`config.mk`:
```
export PLATFORM = sky130hd
export DESIGN_NAME = echo_delay_ctrl
export DESIGN_NICKNAME = d
export VERILOG_FILES = /design/src/rtl/echo_delay_ctrl.sv
export SDC_FILE = /design/constraint.sdc
export NUM_CORES = 1
export LEC_CHECK = 0
export CAP_MARGIN = 25
export CORE_ASPECT_RATIO = 0.9
export CORE_UTILIZATION = 60
export CTS_BUF_LIST = sky130_fd_sc_hd__clkbuf_8
export DETAILED_ROUTE_END_ITERATION = 10
export PLACE_DENSITY = 0.83
export SYNTH_ARGS = -nofsm -noshare
export SYNTH_HDL_FRONTEND = slang
export SYNTH_SLANG_ARGS = --single-unit
```
`constraint.sdc`:
```
create_clock -name clk -period 18.08 [get_ports clk]
set_input_delay 5.424 -clock clk [delete_from_list [all_inputs] [get_ports clk]]
set_output_delay 5.424 -clock clk [all_outputs]
set_load 0.05 [all_outputs]
```
`src/rtl/echo_delay_ctrl.sv`:
```
// echo_delay_ctrl
// ---------------
// Delay-line controller for the echo effect. Accepts one signed sample per
// handshake and owns the write and read pointers of the ring-buffer sample RAM
// placed directly downstream. For each sample it reads the delayed sample,
// mixes a scaled echo into the dry signal, writes back to the RAM and emits
// the mixed sample.
//
// Each sample takes four clocks: IDLE (accept) -> READ -> MIX -> WRITE.
//
// Optional feature macro: ECHO_FEEDBACK_EN
//   defined   : the RAM stores the mixed sum, so the echo regenerates and
//               decays geometrically on every pass.
//   undefined : the RAM stores the dry sample, so there is a single echo.
//
// Ports
//   clk, rst     clock, asynchronous active-high reset
//   in_valid     one-cycle strobe qualifying in_sample (dropped unless in_ready)
//   in_ready     high only while idle
//   in_sample    dry sample, signed
//   delay_len    echo delay in samples, latched at acceptance
//   decay        echo gain, unsigned Q0.8, used in MIX
//   bypass       zeroes the wet term on out_sample only, used in MIX
//   out_valid    one-cycle strobe qualifying out_sample
//   out_sample   mixed sample, held until the next out_valid
//   mem_w_en     RAM write enable (high only in WRITE)
//   mem_w_addr   RAM write address
//   mem_r_addr   RAM read address
//   mem_d_in     RAM write data
//   mem_d_out    RAM read data, combinational from mem_r_addr
module echo_delay_ctrl #(
  parameter int DATA_W = 16,
  parameter int ADDR_W = 15,
  parameter int DEPTH  = 29281
) (
  input  logic              clk,
  input  logic              rst,
  input  logic              in_valid,
  output logic              in_ready,
  input  logic [DATA_W-1:0] in_sample,
  input  logic [ADDR_W-1:0] delay_len,
  input  logic [7:0]        decay,
  input  logic              bypass,
  output logic              out_valid,
  output logic [DATA_W-1:0] out_sample,
  output logic              mem_w_en,
  output logic [ADDR_W-1:0] mem_w_addr,
  output logic [ADDR_W-1:0] mem_r_addr,
  output logic [DATA_W-1:0] mem_d_in,
  input  logic [DATA_W-1:0] mem_d_out
);

  typedef enum logic [1:0] {
    IDLE  = 2'd0,
    READ  = 2'd1,
    MIX   = 2'd2,
    WRITE = 2'd3
  } state_t;

  localparam logic [ADDR_W-1:0]        DEPTH_A  = ADDR_W'(DEPTH);
  localparam logic [ADDR_W-1:0]        DEPTH_M1 = ADDR_W'(DEPTH - 1);
  localparam logic signed [DATA_W-1:0] SMAX     = {1'b0, {(DATA_W-1){1'b1}}};
  localparam logic signed [DATA_W-1:0] SMIN     = {1'b1, {(DATA_W-1){1'b0}}};

  // Echo gain: signed sample times {0,decay}, arithmetic shift right by 8.
  // The 25-bit product shifted by 8 always fits in DATA_W+1 bits.
  function automatic logic signed [DATA_W:0] scale_wet(
    input logic signed [DATA_W-1:0] s,
    input logic [7:0]               g
  );
    logic signed [DATA_W+8:0] prod;
    prod = s * $signed({1'b0, g});
    return prod[DATA_W+8:8];
  endfunction

  // Clamp a DATA_W+1 bit sum back into the DATA_W signed range.
  function automatic logic signed [DATA_W-1:0] sat_sum(
    input logic signed [DATA_W:0] v
  );
    if (v[DATA_W] != v[DATA_W-1]) begin
      return v[DATA_W] ? SMIN : SMAX;
    end
    return v[DATA_W-1:0];
  endfunction

  state_t                   state_q, state_d;
  logic [ADDR_W-1:0]        wr_ptr_q, wr_ptr_d;
  logic [ADDR_W-1:0]        fill_q, fill_d;
  logic [ADDR_W-1:0]        mem_r_addr_q, mem_r_addr_d;
  logic [ADDR_W-1:0]        mem_w_addr_q, mem_w_addr_d;
  logic                     mem_w_en_q, mem_w_en_d;
  logic                     out_valid_q, out_valid_d;
  logic signed [DATA_W-1:0] out_sample_q, out_sample_d;
  logic signed [DATA_W-1:0] mem_d_in_q, mem_d_in_d;

  // Datapath holding registers; no reset needed, only written on the path
  // from acceptance onward.
  logic signed [DATA_W-1:0] x_q, x_d;
  logic signed [DATA_W-1:0] dly_q, dly_d;
  logic [ADDR_W-1:0]        d_q, d_d;

  logic [ADDR_W-1:0]        d_eff;
  logic signed [DATA_W:0]   wet;
  logic signed [DATA_W:0]   sum_ext;
  logic signed [DATA_W-1:0] sum_sat;

  // Effective delay: 0 means 1, anything past the buffer means DEPTH-1.
  always_comb begin
    if (delay_len == '0) begin
      d_eff = ADDR_W'(1);
    end else if (delay_len >= DEPTH_A) begin
      d_eff = DEPTH_M1;
    end else begin
      d_eff = delay_len;
    end
  end

  always_comb begin
    wet     = scale_wet(dly_q, decay);
    sum_ext = $signed({x_q[DATA_W-1], x_q}) + wet;
    sum_sat = sat_sum(sum_ext);
  end

  always_comb begin
    state_d      = state_q;
    wr_ptr_d     = wr_ptr_q;
    fill_d       = fill_q;
    mem_r_addr_d = mem_r_addr_q;
    mem_w_addr_d = mem_w_addr_q;
    mem_w_en_d   = 1'b0;
    out_valid_d  = 1'b0;
    out_sample_d = out_sample_q;
    mem_d_in_d   = mem_d_in_q;
    x_d          = x_q;
    dly_d        = dly_q;
    d_d          = d_q;

    unique case (state_q)
      // Accept: latch the sample and delay; the read address is registered
      // here so the RAM output is settled throughout READ.
      IDLE: begin
        if (in_valid) begin
          x_d   = $signed(in_sample);
          d_d   = d_eff;
          // Modular subtraction; the intermediate may exceed 2^ADDR_W but the
          // final result is below DEPTH.
          mem_r_addr_d = (wr_ptr_q >= d_eff) ? (wr_ptr_q - d_eff)
                                             : (wr_ptr_q + DEPTH_A - d_eff);
          state_d = READ;
        end
      end
      // Read: locations not yet written since reset count as silence.
      READ: begin
        dly_d   = (fill_q >= d_q) ? $signed(mem_d_out) : '0;
        state_d = MIX;
      end
      // Mix: results are registered so they appear as WRITE-state outputs.
      MIX: begin
        out_sample_d = bypass ? x_q : sum_sat;
`ifdef ECHO_FEEDBACK_EN
        mem_d_in_d   = sum_sat;
`else
        mem_d_in_d   = x_q;
`endif
        mem_w_addr_d = wr_ptr_q;
        mem_w_en_d   = 1'b1;
        out_valid_d  = 1'b1;
        state_d      = WRITE;
      end
      // Write: the RAM captures mem_d_in this cycle; advance the ring.
      WRITE: begin
        wr_ptr_d = (wr_ptr_q == DEPTH_M1) ? '0 : (wr_ptr_q + ADDR_W'(1));
        fill_d   = (fill_q == DEPTH_A) ? fill_q : (fill_q + ADDR_W'(1));
        state_d  = IDLE;
      end
      default: state_d = IDLE;
    endcase
  end

  always_ff @(posedge clk or posedge rst) begin
    if (rst) begin
      state_q      <= IDLE;
      wr_ptr_q     <= '0;
      fill_q       <= '0;
      mem_r_addr_q <= '0;
      mem_w_addr_q <= '0;
      mem_w_en_q   <= 1'b0;
      out_valid_q  <= 1'b0;
      out_sample_q <= '0;
      mem_d_in_q   <= '0;
    end else begin
      state_q      <= state_d;
      wr_ptr_q     <= wr_ptr_d;
      fill_q       <= fill_d;
      mem_r_addr_q <= mem_r_addr_d;
      mem_w_addr_q <= mem_w_addr_d;
      mem_w_en_q   <= mem_w_en_d;
      out_valid_q  <= out_valid_d;
      out_sample_q <= out_sample_d;
      mem_d_in_q   <= mem_d_in_d;
    end
  end

  always_ff @(posedge clk) begin
    x_q   <= x_d;
    dly_q <= dly_d;
    d_q   <= d_d;
  end

  assign in_ready   = (state_q == IDLE);
  assign out_valid  = out_valid_q;
  assign out_sample = out_sample_q;
  assign mem_w_en   = mem_w_en_q;
  assign mem_w_addr = mem_w_addr_q;
  assign mem_r_addr = mem_r_addr_q;
  assign mem_d_in   = mem_d_in_q;

endmodule

```
# Word level (Yosys, flattened, before mapping)
# Index checks and enable logic that the tools add are counted.
# totals
input_bits	59
out_inout_bits	65
ff_bits	142
# classes
mul	1
n_eq_ne	7
reduce_logical	4
n_bitwise	1
order_cmp	3
add_sub_neg	6
muxes	12
# ops
cell	count
2-to-1 mux 16 bit	4
2-to-1 mux 15 bit	4
adder 15 x 1 -> 15 bit, second input constant	2
== test 15 bit, second input constant	2
>= comparator 15 bit	2
subtractor 15 bit	2
multiplier 16 x 9 -> 25 bit	1
adder 16 x 17 -> 17 bit	1
adder 15 bit, second input constant	1
>= comparator 15 bit, second input constant	1
zero test 15 bit	1
one-hot mux 2 bit (4 select lines)	1
== test 2 bit, second input constant	2
AND reduction 2 bit	2
== test 2 x 1 -> 1 bit, second input constant	1
zero test 2 bit	1
2-to-1 mux 1 bit	2
2-to-1 mux 2 bit	1
inequality test 2 bit, second input constant	1
inequality test 1 bit	1
inverter 1 bit	1

# Depth between registers and ports, before layout
# Gate-level depths: netlist of run 1.
# logic_depth
ltp_word	6
depth_mapped	29

# Worst setup path before layout of run 1
# No wires, ideal clock.
# synth_path
kind	input port to flip-flop
startpoint	input port decay[2]
endpoint	register out_sample_q[0] (netlist: out_sample[0])
arrival_ns	11.631
path_slack_ns	6.314
path_stages	28
path_cell_list	clkbuf_1 -> nand2_1 -> fa_1 -> inv_1 -> fa_1 -> inv_1 -> fa_1 -> inv_1 -> fa_1 -> ha_1 -> a2111oi_2 -> o41ai_2 -> a31oi_2 -> nor2b_1 -> o21a_1 -> nor2_1 -> nor2b_1 -> o21ai_0 -> a21oi_1 -> ha_1 -> a21o_1 -> a21o_1 -> o21bai_1 -> or4_4 -> a221oi_4 -> xnor2_4 -> o21ai_4 -> o221ai_2
# synth_between
elab_chain_cells	6
elab_cells_between_ends	8
cone_classes	add/sub: 1; mul: 1; eq/ne: 1; mux: 5
# synth_lines
element	line_no	source
start, declared	42	input logic [7:0] decay,
multiplier 16 x 9 -> 25 bit (*)	72	prod = s * $signed({1'b0, g});
adder 16 x 17 -> 17 bit (*)	120	sum_ext = $signed({x_q[DATA_W-1], x_q}) + wet;
2-to-1 mux 16 bit / inequality test 1 bit (equally long branches)	81, 80	
2-to-1 mux 16 bit / 2-to-1 mux 1 bit (equally long branches)	80	if (v[DATA_W] != v[DATA_W-1]) begin
2-to-1 mux 16 bit (*)	83	return v[DATA_W-1:0];
2-to-1 mux 16 bit (*)	159	out_sample_d = bypass ? x_q : sum_sat;
end signal, assigned	199	out_sample_q <= out_sample_d;
end, declared	93	logic signed [DATA_W-1:0] out_sample_q, out_sample_d;
# Every way passes the cells marked *; elsewhere a longest branch is shown, timed or not. The select of a mux whose other input is x is not followed.
# A chain may end at the register's enable or synchronous reset.

# Final worst setup path of run 1
# layout_path
startpoint	input port decay[2]
endpoint	register out_sample_q[7] (netlist: out_sample[7])
# Same word-level chain as after synthesis.

==> out/metrics.yaml, run 1 <==
status:
  outcome: "completed"
logic_synthesis:
  synth-async-reset-ratio_pct: 66.90
  syn_inst: 1301
  synth.distinct_cells: 70
  synthesis.area_um2: 12830
  netlist.area_leader.share_pct: 18.52
  synth_edf_count: 47
  synth_fp_nets: 1592
  ys_ff_latch: 142
  yosys_warnings: 0
  yosys.area.top_type: "dfrtp_1"
  ys.flop_type: "dfrtp_1"
  synth_area_leaders: "dfrtp_1 (19%), fa_1 (17%), ha_1 (12%), edfxtp_1 (11%), inv_1 (6.2%)"
  postSynthAreaPerCell_um2: 9.864
  ys_seq_area_share_pct: 29.52
clock_tree:
  clockBufferDepth: 2
  cts_tree: "built"
  hold_buffers: 0
  cts-root-buf: "clkbuf_8"
  htreeDepth: 4
  cts_num_sinks: 142
  clk_latency_ns: 0.47
  ctsResizeCount: 0
  cts.clk_slew.worst_paths_ns: 0.10
  post_cts.repair.setup_buffers: 0
  cts_buffers: 17
grt:
  antenna_found_initial: 0
  grt_first_pass_wirelength_mm: 50.16
  grt_pass1_vias: 9655
  grt_max_degree: 64
  track_usage_pct: 29.55
  gr-total-overflow: 0
worst_setup_path:
  path_class: "in -> reg"
  crit_path_max_fanout: 16
  ff2ff_setup_slack_ns: 10.75
  critPathTopFamily: "adder cells"
  crit_buf_inv: 4
  endpoint_kind: "flip-flop"
  required_ns: 18.42
  crit_slowest_cell: "clkdlybuf4s50_1"
  startpoint_type: "input port"
  cp_common_cell: "fa_1"
  critical_path.max_stage_delay_ns: 0.82
  arrival_ns: 12.93
floorplanning:
  start_util_pct: 61.42
  rows: 50
  dieArea_um2: 21980
  core_um2: 20900
  die_x_um: 156.2
  die_h_um: 140.7
  ios: 124
routing:
  via_count: 9689
  detail_route.wl_per_cell_um: 17.75
  firstDrtPassIters: 5
  dr.first_iter.drc_count: 797
  ant_nets: 0
  viasPerCell: 5.640
  drc: 0
  drt_wl_total_mm: 30.50
timing:
  rsz0062_at_grt: "false"
  period_minus_slack_ns: 12.59
  tns_ns: 0
  max_freq_mhz: 79.43
  finalCritPeriodShare_pct: 69.64
  hold_viol_final: 0
  hold_ws_ns: 0.4886
  drv_slew: 0
  finClkSkew_ns: 0.01649
  slew_headroom_pct: 27.31
  tightest_slew_ns: 1.090
  setup_viol: 0
cells_and_area:
  area_growth_syn_to_layout_pct: 15.09
  instances_no_fill: 1718
  layout-drive-gt1-share_pct: 6.425
  final_cell_mix: "inv_1 (211), nand2_1 (123), clkdlybuf4s50_1 (123), ha_1 (120), fa_1 (111)"
  final_common_cell: "inv_1"
  fillers: 1598
  layout.nets: 1710
  antenna_cells: 0
  seqCellArea_um2: 3789
  multi_input_comb_area_um2: 8133
placed_design:
  dp.cells: 1686
  routabilityCongestion: 0.9226
  io_buffers: 123
  dp_hpwl_mm: 23.33
hold_path:
  worstHoldPathType: "reg -> reg"
job:
  drv_cap: 0
==> flip-flops by register name, indices dropped and copies added (netlist names) <==
register,flops
mem_w_addr,15
fill_q,15
out_sample,16
x_q,16
d_q,15
state_q,2
mem_d_in,16
dly_q,16
mem_r_addr,15
wr_ptr_q,15
out_valid,1
==> worst paths after layout <==
kind / start / to / cells after the start
worst min-delay path: mem_r_addr[10]$_DFFE_PP0P_ / mem_r_addr[10]$_DFFE_PP0P_ / 2
worst max-delay path: decay[2] / out_sample[7]$_DFFE_PP0P_ / 28
max in group asynchronous: rst / wr_ptr_q[0]$_DFFE_PP0P_ / 3
worst min register to register: mem_r_addr[10]$_DFFE_PP0P_ / mem_r_addr[10]$_DFFE_PP0P_ / 2
min in group asynchronous: rst / mem_d_in[1]$_DFFE_PP0P_ / 2
worst max register to register: dly_q[5]$_SDFFCE_PN0N_ / out_sample[7]$_DFFE_PP0P_ / 27
==> worst register-to-register path, stage by stage (launching register included) <==
cell and delay, ns:
edfxtp_1 0.55, nand2_1 0.14, fa_1 0.57, inv_1 0.05, fa_1 0.50, inv_1 0.05, fa_1 0.48, inv_1 0.05
fa_1 0.47, ha_1 0.35, a2111oi_2 0.35, o41ai_2 0.21, a31oi_2 0.35, o22ai_2 0.16, or3_1 0.33, a21oi_1 0.31
nor2b_1 0.09, nor2_1 0.12, xnor2_1 0.15, ha_1 0.30, o21a_1 0.12, o21ai_0 0.15, nand2b_1 0.09, and3_1 0.21
a221oi_4 0.37, xnor2_4 0.20, o21ai_4 0.35, o211ai_1 0.16
==> routing by layer <==
| layer | global-route usage (%) | up-vias | wire [µm] |
|---|---|---|---|
| li1 | - | 4550 | - |
| met1 | 44.00 | 4722 | 14160 |
| met2 | 44.57 | 363 | 13500 |
| met3 | 4.796 | 54 | 2169 |
| met4 | 8.566 | 0 | 673 |
| met5 | 0 | - | 0 |
==> stage by stage <==
stage / util, % / area, µm² / setup slack [ns]
floorplan: - / 12830 / 6.314
global placement: 68.69 / 14350 / 5.265
detailed placement: 68.69 / 14350 / 5.087
CTS: 70.69 / 14770 / 5.531
global route: 70.69 / 14770 / 5.020
finish: 70.69 / 14770 / 5.490
==> cells by family (layout without fill, tap and decap cells) <==
logic type               after synthesis  count (layout)  synth area share, %
multiplexers                          43              43                3.656
AND/OR/NAND/NOR                      360             360                14.07
XOR/XNOR                              84              84                5.879
adder cells (fa/ha/maj)              232             232                29.11
flip-flops                           142             142                29.52
buffers and inverters                242             373                7.127
AO/OA/AOI/OAI                        198             198                10.64
==> synthesized netlist by cell type (3+ instances only) <==
master / number
a211o_1: 3
a211oi_1: 6
a21boi_0: 18
a21o_1: 13
a21oi_1: 38
a31oi_1: 4
and2_1: 67
and3_1: 15
clkbuf_1: 27
dfrtp_1: 95
edfxtp_1: 47
fa_1: 111
ha_1: 121
inv_1: 212
mux2_2: 31
mux2i_1: 12
nand2_1: 123
nand2b_1: 9
nand3_1: 16
nand3b_1: 3
nand4_1: 18
nor2_1: 52
nor2b_1: 13
nor3_1: 22
nor4_1: 3
o211ai_1: 12
o21a_1: 14
o21ai_0: 49
o21bai_1: 7
o22ai_1: 5
o311ai_0: 3
or2_2: 3
or4_1: 4
xnor2_1: 54
xor2_1: 29
==> final cells by class <==
cell class                 instances  area share, %
clock inverter                    15          1.237
timing repair buffer             129          8.640
clock buffer                      17          1.584
inverter                         212          5.404
tap                              286          2.423
multi-input combinational        917          55.06
sequential                       142          25.65
Power of run 1 is left out: the tool's default activity adds up to more than one toggle a clock period on the data nets, which glitch-free logic cannot reach.
==> inputs of run 2 (changes only) <==
==> constraint.sdc (replaced) <==
create_clock -name clk -period 12.44 [get_ports clk]
set_input_delay 3.732 -clock clk [delete_from_list [all_inputs] [get_ports clk]]
set_output_delay 3.732 -clock clk [all_outputs]
set_load 0.05 [all_outputs]
==> run 2 against run 1 <==
Effect of this change:
- hold slack improved by 0.0052 ns
- critical path depth unchanged
- critical path type unchanged
- worst setup slack worse by 3.9 ns
- global-route usage grew 0.37 points
- final area grew 0.16%
- sequential share of layout area about the same
- highest routed layer unchanged
- register-to-register slack lost 5.6 ns
- wire length is essentially flat
- via count shrank 0.15%
- critical endpoint is now out_sample[4]$_DFFE_PP0P_
- flip-flop and latch count unchanged
==> out/metrics.yaml, run 2 (synthesis results as in run 1) <==
clock_tree:
  cts.clk_slew.worst_paths_ns: 0.11  # about the same
  cts-root-buf: "clkbuf_8"
  cts_num_sinks: 142  # unchanged
  clockBufferDepth: 2  # unchanged
  cts_buffers: 17  # unchanged
  hold_buffers: 0  # unchanged
  htreeDepth: 4  # unchanged
  post_cts.repair.setup_buffers: 0  # unchanged
  ctsResizeCount: 0  # unchanged
  cts_tree: "built"
  clk_latency_ns: 0.47  # about the same
timing:
  rsz0062_at_grt: "false"
  tns_ns: 0  # unchanged
  hold_viol_final: 0  # unchanged
  drv_slew: 0  # unchanged
  setup_viol: 0  # unchanged
  tightest_slew_ns: 1.037  # -0.05357 ns
  period_minus_slack_ns: 10.88
  slew_headroom_pct: 30.88  # +3.6 points
  finalCritPeriodShare_pct: 87.42
  max_freq_mhz: 91.95
  finClkSkew_ns: 0.02501  # +0.008514 ns
cells_and_area:
  layout-drive-gt1-share_pct: 6.490  # +0.065 points
  final_common_cell: "inv_1"
  final_cell_mix: "inv_1 (211), nand2_1 (123), clkdlybuf4s50_1 (123), ha_1 (120), fa_1 (111)"
  area_growth_syn_to_layout_pct: 15.28
  layout.nets: 1711  # +0.058%
  antenna_cells: 0  # unchanged
floorplanning:
  die_h_um: 140.7  # unchanged
  rows: 50  # unchanged
  ios: 124  # unchanged
  core_um2: 20900  # unchanged
  die_x_um: 156.2  # unchanged
  start_util_pct: 61.42  # unchanged
  dieArea_um2: 21980  # unchanged
placed_design:
  dp_hpwl_mm: 23.81  # +2.0%
  io_buffers: 123  # unchanged
  routabilityCongestion: 0.9230  # about the same
routing:
  viasPerCell: 5.628  # -0.21%
  drt_wl_total_mm: 30.49  # about the same
  firstDrtPassIters: 7  # +2
  via_count: 9674  # -0.15%
  drc: 0  # unchanged
  dr.first_iter.drc_count: 676  # -15%
  detail_route.wl_per_cell_um: 17.74  # about the same
  ant_nets: 0  # unchanged
worst_setup_path:
  endpoint_kind: "flip-flop"
  required_ns: 12.77  # -5.65 ns
  path_class: "in -> reg"
  arrival_ns: 11.21  # -1.72 ns
  startpoint_type: "input port"
  crit_path_max_fanout: 16  # unchanged
grt:
  grt_pass1_vias: 9804  # +1.5%
  track_usage_pct: 29.92  # +0.37 points
  grt_max_degree: 64  # unchanged
  antenna_found_initial: 0  # unchanged
  grt_first_pass_wirelength_mm: 50.58  # +0.84%
  gr-total-overflow: 0  # unchanged
status:
  outcome: "completed"
job:
  drv_cap: 0  # unchanged
hold_path:
  worstHoldPathType: "reg -> reg"
## run 2: layout make-up
type,count,area [µm²]
well taps,286,357.8
multi-input cells,917,8133
clock buffers,17,234.0
clock inverters,15,191.4
inverters,212,798.3
flip-flops and latches,142,3789
repair buffers,130,1291
fillers,1562,6101
## run 2: routing by layer
layer / GRT usage, % / wire (µm) / up-vias / share of wire, %
li1: - / - / 4537 / -
met5: 0 / 0 / - / 0
met3: 6.240 / 2146 / 47 / 7.0
met4: 7.585 / 604 / 0 / 2.0
met2: 46.03 / 13700 / 372 / 45
met1: 43.27 / 14030 / 4718 / 46
## run 2: stage by stage
step                      utilization, %  instance area (µm²)  setup WS [ns]  instances  hold slack, ns
after floorplan                        -                12830          2.366       1301          0.4719
after global placement             68.69                14350          1.329       1686          0.4623
after detailed placement           68.69                14350          1.082       1686          0.4722
after CTS                          70.73                14780          1.562       1718          0.4988
after global routing               70.80                14790          1.119       1719          0.5231
final                              70.80                14790          1.565       1719          0.4938
## run 2: critical path, stage by stage
cell and delay (ns):
clkdlybuf4s50_1 0.82, nand2_1 0.15, fa_1 0.56, inv_1 0.05, fa_1 0.50, inv_1 0.05, fa_1 0.47, inv_1 0.05
fa_1 0.47, ha_1 0.36, a2111oi_2 0.38, o41ai_2 0.21, a31oi_2 0.32, o22ai_2 0.16, or3_1 0.33, a21oi_1 0.30
nor2b_1 0.08, nor2_1 0.12, xnor2_1 0.14, ha_1 0.30, o21a_1 0.12, o21ai_0 0.15, nand2b_1 0.09, and3_1 0.21
a221oi_4 0.36, xnor2_4 0.19, o21ai_4 0.33, o211ai_1 0.16
## run 2: path summary, 6_finish.rpt
| path | from | endpoint | slack [ns] | cells past startpoint |
|---|---|---|---|---|
| max | decay[2] | out_sample[4]$_DFFE_PP0P_ | 1.56 | 28 |
| min | mem_r_addr[10]$_DFFE_PP0P_ | mem_r_addr[10]$_DFFE_PP0P_ | 0.49 | 2 |
| max reg2reg | dly_q[5]$_SDFFCE_PN0N_ | out_sample[4]$_DFFE_PP0P_ | 5.16 | 27 |
| min reg2reg | mem_r_addr[10]$_DFFE_PP0P_ | mem_r_addr[10]$_DFFE_PP0P_ | 0.49 | 2 |
| max in group asynchronous | rst | mem_w_addr[6]$_DFFE_PP0P_ | 7.65 | 3 |
| min in group asynchronous | rst | mem_r_addr[0]$_DFFE_PP0P_ | 3.64 | 2 |
Power of run 2 is left out for the same reason.
==> inputs of run 3 (changes only) <==
--- a/config.mk
+++ b/config.mk
@@ -7,6 +7,7 @@
 export LEC_CHECK = 0
 export CAP_MARGIN = 25
 export CORE_ASPECT_RATIO = 0.9
+export CORE_MARGIN = 10
 export CORE_UTILIZATION = 60
 export CTS_BUF_LIST = sky130_fd_sc_hd__clkbuf_8
 export DETAILED_ROUTE_END_ITERATION = 10
==> run 3 against run 2 <==
Effect of this change:
- first-iteration DRC count increased by 27%
- critical endpoint unchanged
- die area increased by 26%
- hold slack got worse by 0.0050 ns
- worst setup slack improved by 0.048 ns
- maximum frequency increased by 0.44%
- wire length increased by 2.5%
- global-route usage decreased by 6.8 points
- sequential share of layout area about the same
- non-clock buffer count unchanged
- flip-flop and latch count unchanged
- critical path depth unchanged
- via count decreased by 0.68%
==> out/metrics.yaml, run 3 (synthesis results as in run 1) <==
routing:
  detail_route.wl_per_cell_um: 18.17  # +2.5%
  dr.first_iter.drc_count: 857  # +27%
  drc: 0  # unchanged
  drt_wl_total_mm: 31.24  # +2.5%
  via_count: 9608  # -0.68%
  viasPerCell: 5.589  # -0.68%
  ant_nets: 0  # unchanged
  firstDrtPassIters: 7  # unchanged
clock_tree:
  cts_buffers: 17  # unchanged
  clockBufferDepth: 2  # unchanged
  cts_tree: "built"
  cts.clk_slew.worst_paths_ns: 0.11  # about the same
  clk_latency_ns: 0.48  # about the same
  ctsResizeCount: 0  # unchanged
  post_cts.repair.setup_buffers: 0  # unchanged
  cts_num_sinks: 142  # unchanged
  htreeDepth: 4  # unchanged
  cts-root-buf: "clkbuf_8"
  hold_buffers: 0  # unchanged
grt:
  antenna_found_initial: 0  # unchanged
  gr-total-overflow: 0  # unchanged
  grt_first_pass_wirelength_mm: 52.41  # +3.6%
  grt_max_degree: 64  # unchanged
  track_usage_pct: 23.12  # -6.8 points
  grt_pass1_vias: 10110  # +3.1%
placed_design:
  io_buffers: 123  # unchanged
  dp_hpwl_mm: 24.28  # +2.0%
  routabilityCongestion: 0.9133  # -1.1%
worst_setup_path:
  arrival_ns: 11.17  # -0.04 ns
  startpoint_type: "input port"
  timing.rr.end: "out_sample[4]$_DFFE_PP0P_"
  critPathTopFamily: "adder cells"
  required_ns: 12.78  # about the same
  crit_buf_inv: 4  # unchanged
  critical_path.max_stage_delay_ns: 0.83  # about the same
  ff2ff_setup_slack_ns: 5.19  # +0.03 ns
  path_class: "in -> reg"
  crit_slowest_cell: "clkdlybuf4s50_1"
  endpoint_kind: "flip-flop"
  cp_common_cell: "fa_1"
  crit_path_max_fanout: 16  # unchanged
  r2r.worst_path.cells: 26  # -3.7%
  r2r-start: "dly_q[1]$_SDFFCE_PN0N_"
timing:
  finClkSkew_ns: 0.02343  # -0.001576 ns
  hold_viol_final: 0  # unchanged
  tns_ns: 0  # unchanged
  period_minus_slack_ns: 10.83  # -0.04816 ns
  finalCritPeriodShare_pct: 87.03  # -0.39 points
  rsz0062_at_grt: "false"
  drv_slew: 0  # unchanged
  max_freq_mhz: 92.36  # +0.44%
  slew_headroom_pct: 34.05  # +3.2 points
  tightest_slew_ns: 0.9892  # -0.04762 ns
  setup_viol: 0  # unchanged
floorplanning:
  dieArea_um2: 27650  # +26%
  ios: 124  # unchanged
  start_util_pct: 61.42  # unchanged
  die_x_um: 174.2  # +12%
  rows: 50  # unchanged
  die_h_um: 158.7  # +13%
  core_um2: 20900  # unchanged
hold_path:
  hold-path-cell-count: 2  # unchanged
  min-delay-start: "mem_r_addr[0]$_DFFE_PP0P_"
  worstHoldPathType: "reg -> reg"
  min_to: "mem_r_addr[0]$_DFFE_PP0P_"
job:
  drv_cap: 0  # unchanged
cells_and_area:
  final_common_cell: "inv_1"
  layout-drive-gt1-share_pct: 6.490  # unchanged
  layout.nets: 1711  # unchanged
  final_cell_mix: "inv_1 (211), nand2_1 (123), clkdlybuf4s50_1 (123), ha_1 (120), fa_1 (111)"
  fillers: 1577  # +0.96%
  area_growth_syn_to_layout_pct: 15.29  # about the same
  antenna_cells: 0  # unchanged
status:
  outcome: "completed"
[run 3: cell types whose count changed in the layout (fill, tap and decap cells not counted)]
| cell | change |
|---|---|
| clkinvlp_4 | +1 |
| inv_6 | -2 |
| inv_8 | +1 |
[run 3: cell type report]
class	count	area (µm²)	area share [%]
Multi-Input combinational cell	917	8133	54.97
Sequential cell	142	3789	25.61
Timing Repair Buffer	130	1291	8.727
Inverter	212	798.3	5.395
Tap cell	286	357.8	2.419
Clock buffer	17	234.0	1.581
Clock inverter	15	192.7	1.302
[run 3: through the flow]
stage	utilization (%)	instances	hold slack (ns)	area [µm²]	setup slack [ns]
after floorplan	-	1301	0.4719	12830	2.366
after global placement	68.69	1686	0.4648	14350	1.385
after detailed placement	68.69	1686	0.4694	14350	1.216
after CTS	70.74	1718	0.4940	14780	1.681
after global routing	70.81	1719	0.5189	14800	1.100
final	70.81	1719	0.4888	14800	1.613
[run 3: how the worst max path moves through the flow]
stage	from	to	slack, ns	depth (start not counted)
2_1_floorplan	decay[2]	out_sample[0]$_DFFE_PP0P_	2.37	28
3_3_place_gp	decay[5]	out_sample[0]$_DFFE_PP0P_	1.39	28
3_5_place_dp	decay[2]	out_sample[8]$_DFFE_PP0P_	1.22	28
4_1_cts	decay[2]	out_sample[4]$_DFFE_PP0P_	1.68	28
5_1_grt	decay[5]	out_sample[8]$_DFFE_PP0P_	1.10	28
6_report	decay[2]	out_sample[4]$_DFFE_PP0P_	1.61	28
[run 3: worst min-delay path, stage by stage, from the launching register on]
cell and delay [ns]:
dfrtp_1 0.36, nand2_1 0.04, o21ai_0 0.06
[run 3: metal layers]
layer / global-route usage (%) / share of wire, % / vias up
li1: - / - / 4540
met1: 32.44 / 45 / 4664
met2: 35.50 / 45 / 355
met3: 4.547 / 7.0 / 49
met4: 7.068 / 2.1 / 0
met5: 0 / 0 / -
Power of run 3 is left out for the same reason.
